$ cat config.mk
export PLATFORM = sky130hd
export DESIGN_NAME = long_division_arbiter
export DESIGN_NICKNAME = d
export VERILOG_FILES = /design/src/rtl/long_division_arbiter.sv
export SDC_FILE = /design/constraint.sdc
export NUM_CORES = 1
export LEC_CHECK = 0
export ABC_AREA = 1
export BUFFER_PORTS_ARGS = -buffer_cell sky130_fd_sc_hd__clkbuf_2
export CAP_MARGIN = 20
export CORE_AREA = 3 3 100 102
export CTS_CLUSTER_SIZE = 20
export DETAILED_ROUTE_END_ITERATION = 7
export DIE_AREA = 0 0 103 105
export PLACE_DENSITY_LB_ADDON = 0.2
export SLEW_MARGIN = 10
export SYNTH_ARGS = -nofsm -noshare
export SYNTH_HDL_FRONTEND = slang
export SYNTH_SLANG_ARGS = --single-unit
$ cat constraint.sdc
create_clock -name clk -period 1.71 [get_ports clk]
set_input_delay 0.2565 -clock clk [delete_from_list [all_inputs] [get_ports clk]]
set_output_delay 0.2565 -clock clk [all_outputs]
set_load 0.02 [all_outputs]
$ cat src/rtl/long_division_arbiter.sv
// Round-robin arbiter sharing one AXI4-S long-division engine between N_REQ_P requesters.
// Optional per-requester response timeout: define LONG_DIVISION_ARBITER_TIMEOUT_EN.
module long_division_arbiter #(
    parameter int N_REQ_P          = 4,
    parameter int AXI_DATA_WIDTH_P = 32,
    parameter int AXI_ID_WIDTH_P   = 2,
    parameter int TIMEOUT_CYCLES_P = 1024
) (
    input  logic                                  clk,
    input  logic                                  rst_n,
    input  logic [N_REQ_P-1:0]                    req_tvalid,
    output logic [N_REQ_P-1:0]                    req_tready,
    input  logic [N_REQ_P*AXI_DATA_WIDTH_P-1:0]   req_tdata,
    input  logic [N_REQ_P-1:0]                    req_tlast,
    output logic [N_REQ_P-1:0]                    rsp_tvalid,
    output logic [AXI_DATA_WIDTH_P-1:0]           rsp_tdata,
    output logic [N_REQ_P-1:0]                    rsp_tuser,
    output logic                                  div_egr_tvalid,
    input  logic                                  div_egr_tready,
    output logic [AXI_DATA_WIDTH_P-1:0]           div_egr_tdata,
    output logic                                  div_egr_tlast,
    output logic [AXI_ID_WIDTH_P-1:0]             div_egr_tid,
    input  logic                                  div_ing_tvalid,
    input  logic [AXI_DATA_WIDTH_P-1:0]           div_ing_tdata,
    input  logic                                  div_ing_tlast,
    input  logic [AXI_ID_WIDTH_P-1:0]             div_ing_tid,
    input  logic                                  div_ing_tuser,
    input  logic                                  cr_clear,
    output logic                                  sr_unexpected_rsp,
    output logic [N_REQ_P-1:0]                    sr_timeout
);

    localparam int GW = $clog2(N_REQ_P);

    typedef enum logic {IDLE, GRANT} state_t;

    state_t                      state_q, state_d;
    logic [GW-1:0]               grant_q, grant_d;
    logic [GW-1:0]               ptr_q, ptr_d;
    logic [N_REQ_P-1:0]          outstanding_q, outstanding_d;
    logic [N_REQ_P-1:0]          rsp_tvalid_q, rsp_tvalid_d;
    logic [N_REQ_P-1:0]          rsp_tuser_q, rsp_tuser_d;
    logic [AXI_DATA_WIDTH_P-1:0] rsp_tdata_q, rsp_tdata_d;
    logic                        sr_unexpected_q, sr_unexpected_d;
    logic [N_REQ_P-1:0]          sr_timeout_q, sr_timeout_d;

    logic [N_REQ_P-1:0]          eligible;
    logic                        any_eligible;
    logic [GW-1:0]               next_grant;
    logic                        in_grant;
    logic                        pkt_done;
    logic [N_REQ_P-1:0]          rsp_hit;
    logic                        rsp_unexpected;
    logic [N_REQ_P-1:0]          tmo_fire;
    logic                        unused_ing_tlast;

    assign unused_ing_tlast = div_ing_tlast;

    // Walk from the farthest candidate to the nearest so the last hit is the
    // first eligible index after the pointer.
    always_comb begin
        eligible     = req_tvalid & ~outstanding_q;
        any_eligible = 1'b0;
        next_grant   = ptr_q;
        for (int i = N_REQ_P; i >= 1; i--) begin
            if (eligible[(int'(ptr_q) + i) % N_REQ_P]) begin
                any_eligible = 1'b1;
                next_grant   = GW'((int'(ptr_q) + i) % N_REQ_P);
            end
        end
    end

    always_comb begin
        in_grant       = (state_q == GRANT);
        req_tready     = '0;
        div_egr_tvalid = 1'b0;
        div_egr_tdata  = '0;
        div_egr_tlast  = 1'b0;
        div_egr_tid    = '0;
        if (in_grant) begin
            req_tready[grant_q]      = div_egr_tready;
            div_egr_tvalid           = req_tvalid[grant_q];
            div_egr_tdata            = req_tdata[int'(grant_q)*AXI_DATA_WIDTH_P +: AXI_DATA_WIDTH_P];
            div_egr_tlast            = req_tlast[grant_q];
            div_egr_tid[GW-1:0]      = grant_q;
        end
        pkt_done = in_grant & req_tvalid[grant_q] & div_egr_tready & req_tlast[grant_q];
    end

    // A result is only routed when its tid names a requester still waiting on one.
    always_comb begin
        rsp_hit        = '0;
        rsp_unexpected = 1'b0;
        if (div_ing_tvalid) begin
            rsp_unexpected = 1'b1;
            for (int k = 0; k < N_REQ_P; k++) begin
                if (div_ing_tid == AXI_ID_WIDTH_P'(k) && outstanding_q[k]) begin
                    rsp_hit[k]     = 1'b1;
                    rsp_unexpected = 1'b0;
                end
            end
        end
    end

`ifdef LONG_DIVISION_ARBITER_TIMEOUT_EN
    localparam int CW = $clog2(TIMEOUT_CYCLES_P + 1);

    logic [CW-1:0] tmo_cnt_q [N_REQ_P];
    logic [CW-1:0] tmo_cnt_d [N_REQ_P];

    always_comb begin
        tmo_fire = '0;
        for (int k = 0; k < N_REQ_P; k++) begin
            tmo_cnt_d[k] = '0;
            if (outstanding_q[k] && !rsp_hit[k]) begin
                if (tmo_cnt_q[k] == CW'(TIMEOUT_CYCLES_P - 1)) begin
                    tmo_fire[k] = 1'b1;
                end else begin
                    tmo_cnt_d[k] = tmo_cnt_q[k] + 1'b1;
                end
            end
        end
    end

    always_ff @(posedge clk) begin
        if (!rst_n) begin
            for (int k = 0; k < N_REQ_P; k++) begin
                tmo_cnt_q[k] <= '0;
            end
        end else begin
            tmo_cnt_q <= tmo_cnt_d;
        end
    end
`else
    assign tmo_fire = '0;
`endif

    always_comb begin
        state_d = state_q;
        grant_d = grant_q;
        ptr_d   = ptr_q;
        case (state_q)
            IDLE: begin
                if (any_eligible) begin
                    grant_d = next_grant;
                    state_d = GRANT;
                end
            end
            GRANT: begin
                if (pkt_done) begin
                    ptr_d   = grant_q;
                    state_d = IDLE;
                end
            end
            default: state_d = IDLE;
        endcase

        outstanding_d = outstanding_q & ~rsp_hit & ~tmo_fire;
        if (pkt_done) begin
            outstanding_d[grant_q] = 1'b1;
        end

        rsp_tvalid_d = rsp_hit;
        rsp_tuser_d  = rsp_hit & {N_REQ_P{div_ing_tuser}};
        rsp_tdata_d  = (|rsp_hit) ? div_ing_tdata : rsp_tdata_q;

        // Sticky bits: a set event in the same cycle as cr_clear wins.
        sr_unexpected_d = (sr_unexpected_q & ~cr_clear) | rsp_unexpected;
        sr_timeout_d    = (sr_timeout_q & {N_REQ_P{~cr_clear}}) | tmo_fire;
    end

    always_ff @(posedge clk) begin
        if (!rst_n) begin
            state_q         <= IDLE;
            grant_q         <= '0;
            ptr_q           <= GW'(N_REQ_P - 1);
            outstanding_q   <= '0;
            rsp_tvalid_q    <= '0;
            rsp_tuser_q     <= '0;
            rsp_tdata_q     <= '0;
            sr_unexpected_q <= 1'b0;
            sr_timeout_q    <= '0;
        end else begin
            state_q         <= state_d;
            grant_q         <= grant_d;
            ptr_q           <= ptr_d;
            outstanding_q   <= outstanding_d;
            rsp_tvalid_q    <= rsp_tvalid_d;
            rsp_tuser_q     <= rsp_tuser_d;
            rsp_tdata_q     <= rsp_tdata_d;
            sr_unexpected_q <= sr_unexpected_d;
            sr_timeout_q    <= sr_timeout_d;
        end
    end

    assign rsp_tvalid        = rsp_tvalid_q;
    assign rsp_tuser         = rsp_tuser_q;
    assign rsp_tdata         = rsp_tdata_q;
    assign sr_unexpected_rsp = sr_unexpected_q;
    assign sr_timeout        = sr_timeout_q;

endmodule

; ---- Word-level counts from Yosys, hierarchy flattened
; Index checks and enable logic that the tools add are counted.
[word_totals]
regBits = 54
mem_bits_rw = 0
latch_bits = 0
n_memories = 0
romBits = 0
[classes]
div_mod_pow = 0
addsub = 4
order_cmp = 6
bitwise_logic = 19
mul = 0
shift = 1
eq_ne = 3
n_reduce_logical = 13
muxes = 45
[op_table]
columns = cell, n
row1 = 128-bit by 8-bit variable part select with 32-bit output, 1
row2 = 32-bit 2-to-1 mux, 1
row3 = 1-bit 2-to-1 mux, 28
row4 = 4-bit AND, 5
row5 = "3-bit by 4-bit < comparator with 1-bit output, second input constant", 4
row6 = 1-bit binary-select mux with 2-bit select, 6
row7 = 4-bit 2-to-1 mux, 3
row8 = 2-bit 2-to-1 mux, 5
row9 = 4-bit inverter, 2
row10 = 2-bit OR reduction, 4
row11 = 1-bit logical AND, 5
row12 = "2-bit by 1-bit adder with 2-bit output, second input constant", 2
row13 = "2-bit adder, second input constant", 2
row14 = 1-bit AND, 4
row15 = "1-bit AND, first input constant", 4
row16 = "2-bit equality test, second input constant", 2
row17 = 4-bit OR, 1
row18 = 2-bit AND reduction, 2
row19 = 4-bit OR reduction, 1
row20 = "2-bit by 3-bit < comparator with 1-bit output, second input constant", 1
row21 = 1-bit demux with 2-bit select, 1
row22 = "2-bit by 1-bit equality test with 1-bit output, second input constant", 1
row23 = "2-bit by 1-bit greater-or-equal comparator with 1-bit output, second input constant", 1
row24 = 2-bit zero test, 1
row25 = other kinds (3), 4

; ---- Logic depth before layout (Yosys ltp)
[depth]
word_depth = 12
mapped_depth = 12
mapped_depth_nobuf = 11

; ---- Least setup slack after synthesis
; Ideal clock, no wire load.
[synth_path]
path_kind = register to output
start = register grant_q[0]
end = output port div_egr_tdata[22]
required_time_ns = 1.454
arrival_ns = 1.304
setup_slack_ns = 0.150
stages_incl_launch_ff = 7
path_cell_list = dfxtp_1 buf_2 nand2_1 inv_2 buf_2 nand2_1 a31oi_1
[synth_via]
elab_chain_cells = 2
[synth_lines]
columns = element, line_no
row1 = "start, declared", 38  ; logic [GW-1:0] grant_q, grant_d;
row2 = "start signal, assigned", 185  ; grant_q <= grant_d;
row3 = 128-bit by 8-bit variable part select with 32-bit output, 83  ; div_egr_tdata = req_tdata[int'(grant_q)*AXI_DATA_WIDTH_P +: AXI_DATA_WIDTH_P];
row4 = 32-bit 2-to-1 mux, 80  ; if (in_grant) begin
row5 = "end, declared", 20  ; output logic [AXI_DATA_WIDTH_P-1:0] div_egr_tdata,
; No other way between the ends.

; ---- Final worst setup path
[layout_path]
start = register grant_q[0]
end = output port div_egr_tdata[27]
; Same word-level chain as after synthesis.

==> results by group <==
Global route
  • Total track usage: 0.2110
  • GR Overflow Total: 0
  • Pin count of the biggest net entering global routing: 39
  • Global-route wire length before repair: 18370 um
  • Number of global-route vias before repair: 3863
  • Number of antenna violations at the first check in global routing: 0

CTS
  • Buffer levels on the longest clock path: 2
  • Reg clk slew, reported paths: 0.10 ns
  • Cts hold-fix bufs: 0
  • Master cell of the clock root buffer: sky130_fd_sc_hd__clkbuf_8
  • Number of clock sinks: 54
  • Worst skew pair latency: 0.31 ns
  • Total clock buffers created by CTS: 5
  • Count of H-tree levels built during CTS: 2
  • CTS tree: yes

Detailed routing
  • First drt pass iteration count: 4
  • Via count of the routed design: 4186
  • Average via count per standard cell: 4.995
  • Drt first-iter violations: 333
  • DRC violation count after routing: 0
  • Average wire length per cell after detail routing: 15.17 um
  • Final Routed Wirelength: 12710 um
  • Count of antenna-violating nets left after detailed routing: 0

Layout
  • Layout-stage area growth over the synthesis result: 70.90%
  • Layout fillers: 892
  • Final Instance Area: 5130 um^2
  • Nets: 903
  • Post-layout instance count excluding filler cells: 838
  • Post-layout util: 0.5578
  • Fraction of final layout cells with drive strength greater than 1: 0.4801
  • Number of diodes added for antenna fixing: 0

Place
  • Total cell area at the placement stage: 4507 um^2
  • Number of I/O port buffers: 260
  • Placed instance count: 811
  • Worst slack at placement: -0.004491 ns
  • Final Wtd Congestion: 0.8513
  • Post-detail-place hpwl: 9476 um

Floorplanning
  • Die Y: 105 um
  • Die Outline Area: 10820 um^2
  • Starting density of the core: 0.3264
  • I/O pin cnt: 262
  • # rows: 35
  • Horizontal die dimension: 103 um
  • CORE AREA: 9196 um^2

Worst setup path
  • Delay of the slowest critical-path stage: 0.38 ns
  • CP cell instances: buf_6 > nor2_4 > buf_4 > buf_6 > nand2_1 > a31oi_2 > buf_4
  • Required time of the critical path: 1.45 ns
  • Data arrival time of the critical path: 1.63 ns
  • Critical path class: flip-flop to output port
  • Crit path buf inv count: 4
  • Crit path capture type: output port
  • Top fanout value on the critical path: 6
  • CP delay by family, top: buffers and inverters
  • Kind of start point of the critical path: flip-flop
  • Cell with the largest stage delay on the worst path: sky130_fd_sc_hd__dfxtp_4

Yosys
  • Post-synthesis cell area: 3002 um^2
  • Net Count, Synth: 625
  • Fraction of registers with async set or reset after synthesis: 0
  • Number of enable-type register cells in the synthesized netlist: 0
  • Syn avg cell area: 6.700 um^2
  • Cell with the most instances after synthesis: sky130_fd_sc_hd__nand2_1
  • Instance count of the mapped netlist: 448
  • Number of distinct library cell variants in the gate-level netlist after synthesis: 30
  • Ys Warns: 0
  • Library cell with the largest summed area after synthesis: sky130_fd_sc_hd__dfxtp_1
  • Main area contributors after synthesis: sky130_fd_sc_hd__dfxtp_1 (36%), sky130_fd_sc_hd__nand2_1 (15%), sky130_fd_sc_hd__a22oi_1 (8.0%), sky130_fd_sc_hd__inv_1 (6.8%), sky130_fd_sc_hd__a21oi_1 (6.7%)
  • Most instantiated cells after synthesis: sky130_fd_sc_hd__nand2_1 (120), sky130_fd_sc_hd__dfxtp_1 (54), sky130_fd_sc_hd__inv_1 (54)
  • Register bit count reported by yosys: 54
  • Predominant post-synthesis flop cell: sky130_fd_sc_hd__dfxtp_1
  • Post-synth top area share: 0.3602
  • Share of the yosys chip area belonging to registers: 0.3602

Timing
  • Tightest slew margin relative to the limit: 0.7019
  • Pin slew with the least headroom to its limit: 0.4466 ns
  • Setup slack after layout: -0.1729 ns
  • Final hold violation count: 0
  • Total negative slack: -4.187 ns
  • Highest attainable clock frequency: 531.1 MHz
  • Setup repair after global routing missed its margin: true
  • Final Max Slew Viols: 0
  • Final Critical Period: 1.883 ns
  • Worst Hold Margin: 0.1440 ns
  • Count of final setup violators: 34
  • Post-Route Skew: 0.006933 ns
  • Final period util: 1.101

Flow run
  • Max-cap check violation count: 0

Outcome
  • Outcome: finished with violations
  • Violated checks: negative setup slack

Pwr
  • Power, Total: 3.669 mW
  • Areal power density over the cells: 715.1 nW/um^2
  • Worst vdd ir: 0.0003780 V
  • Pleak: 2.711 nW

Hold path
  • Tightest Hold Check Type: primary input to flip-flop
-- power breakdown --
part | internal [mW] | total (mW) | leakage [nW] | switching (mW)
Sequential | 1.28 | 1.31 | 0.438 | 0.0286
Clock | 0.290 | 0.732 | 0.0483 | 0.442
Combinational | 0.804 | 1.62 | 2.22 | 0.819
Total | 2.38 | 3.67 | 2.71 | 1.29
-- worst register-to-register path: stages (launching register included) --
cell and delay, ns:
sky130_fd_sc_hd__dfxtp_4 0.38, sky130_fd_sc_hd__buf_6 0.13, sky130_fd_sc_hd__nor2_4 0.11, sky130_fd_sc_hd__buf_6 0.12, sky130_fd_sc_hd__buf_6 0.10, sky130_fd_sc_hd__nand2_2 0.04
sky130_fd_sc_hd__nand4_1 0.09, sky130_fd_sc_hd__buf_4 0.13, sky130_fd_sc_hd__nand2_1 0.07, sky130_fd_sc_hd__nor2_4 0.16, sky130_fd_sc_hd__nand2_1 0.07, sky130_fd_sc_hd__a21oi_1 0.12
-- cell type report --
| cell class | instances | area (um^2) | share of cell area |
|---|---|---|---|
| inverter | 58 | 225.2 | 0.04390 |
| clock buffer | 5 | 68.82 | 0.01341 |
| clock inverter | 3 | 18.77 | 0.003659 |
| multi-input combinational | 307 | 1697 | 0.3307 |
| sequential | 54 | 1089 | 0.2122 |
| tap | 111 | 138.9 | 0.02707 |
| timing repair buffer | 300 | 1893 | 0.3690 |
-- flip-flops by register name (all words and copies together) (netlist names) --
register,flops
grant_q,2
in_grant,1
outstanding_q,4
ptr_q,2
rsp_tdata,32
rsp_tuser,4
rsp_tvalid,4
sr_timeout,4
sr_unexpected_rsp,1
-- per-layer routing --
metal / share of wire / track usage / vias up / wire [um]
met5: 0 / 0 / - / 0
met4: 0.017 / 0.04533 / 0 / 221
met3: 0.083 / 0.04206 / 23 / 1056
met2: 0.53 / 0.3918 / 197 / 6696
met1: 0.37 / 0.2430 / 1897 / 4736
li1: - / - / 2069 / -
-- cell usage in the layout (no fill, tap or decap), drive strengths merged --
cell / synthesis / routed
buf: 21 / 68
clkbuf: 8 / 235
nand4: 2 / 2
xnor2: 1 / 1
o2bb2ai: 1 / 1
a21boi: 1 / 1
dfxtp: 54 / 54
a21oi: 40 / 40
nor3: 10 / 10
bufbuf: 0 / 2
nor2: 16 / 16
clkinv: 1 / 3
nand2: 120 / 120
or3: 1 / 1
xor2: 1 / 1
and2: 1 / 1
o211ai: 2 / 2
o21ai: 32 / 32
nand3b: 2 / 2
a31oi: 32 / 32
nand3: 13 / 13
a22oi: 32 / 32
inv: 57 / 58
-- cell families (layout without fill, tap and decap cells) --
group,after synthesis,count (layout),share of synthesized area
AOI/OAI and AO/OA,140,140,0.2772
xor gates and xnor gates,2,2,0.005837
buffers and inverters,87,366,0.1242
DFF,54,54,0.3602
and+or+nand+nor,165,165,0.2326
-- path summary, 6_finish.rpt --
check | start | cells past startpoint | end | slack [ns]
hold reg to reg | sr_timeout[3]$_SDFF_PN0_ | 2 | sr_timeout[3]$_SDFF_PN0_ | 0.43
setup reg to reg | grant_q[0]$_SDFFE_PN0P_ | 11 | outstanding_q[3]$_SDFF_PN0_ | 0.13
hold / removal | div_ing_tdata[22] | 3 | rsp_tdata[22]$_SDFFE_PN0P_ | 0.14
setup / recovery | grant_q[0]$_SDFFE_PN0P_ | 7 | div_egr_tdata[27] | -0.17
-- repair_timing --
action | CTS | global route
gates cloned | 4 | 2
buffers inserted | 11 | 2
resized for setup | 72 | 55
endpoints found under the hold margin | 0 | 0
pin swaps | 11 | 11
endpoints found under the setup margin | 34 | 63
Note: power is estimated with default switching activity, not from simulation.
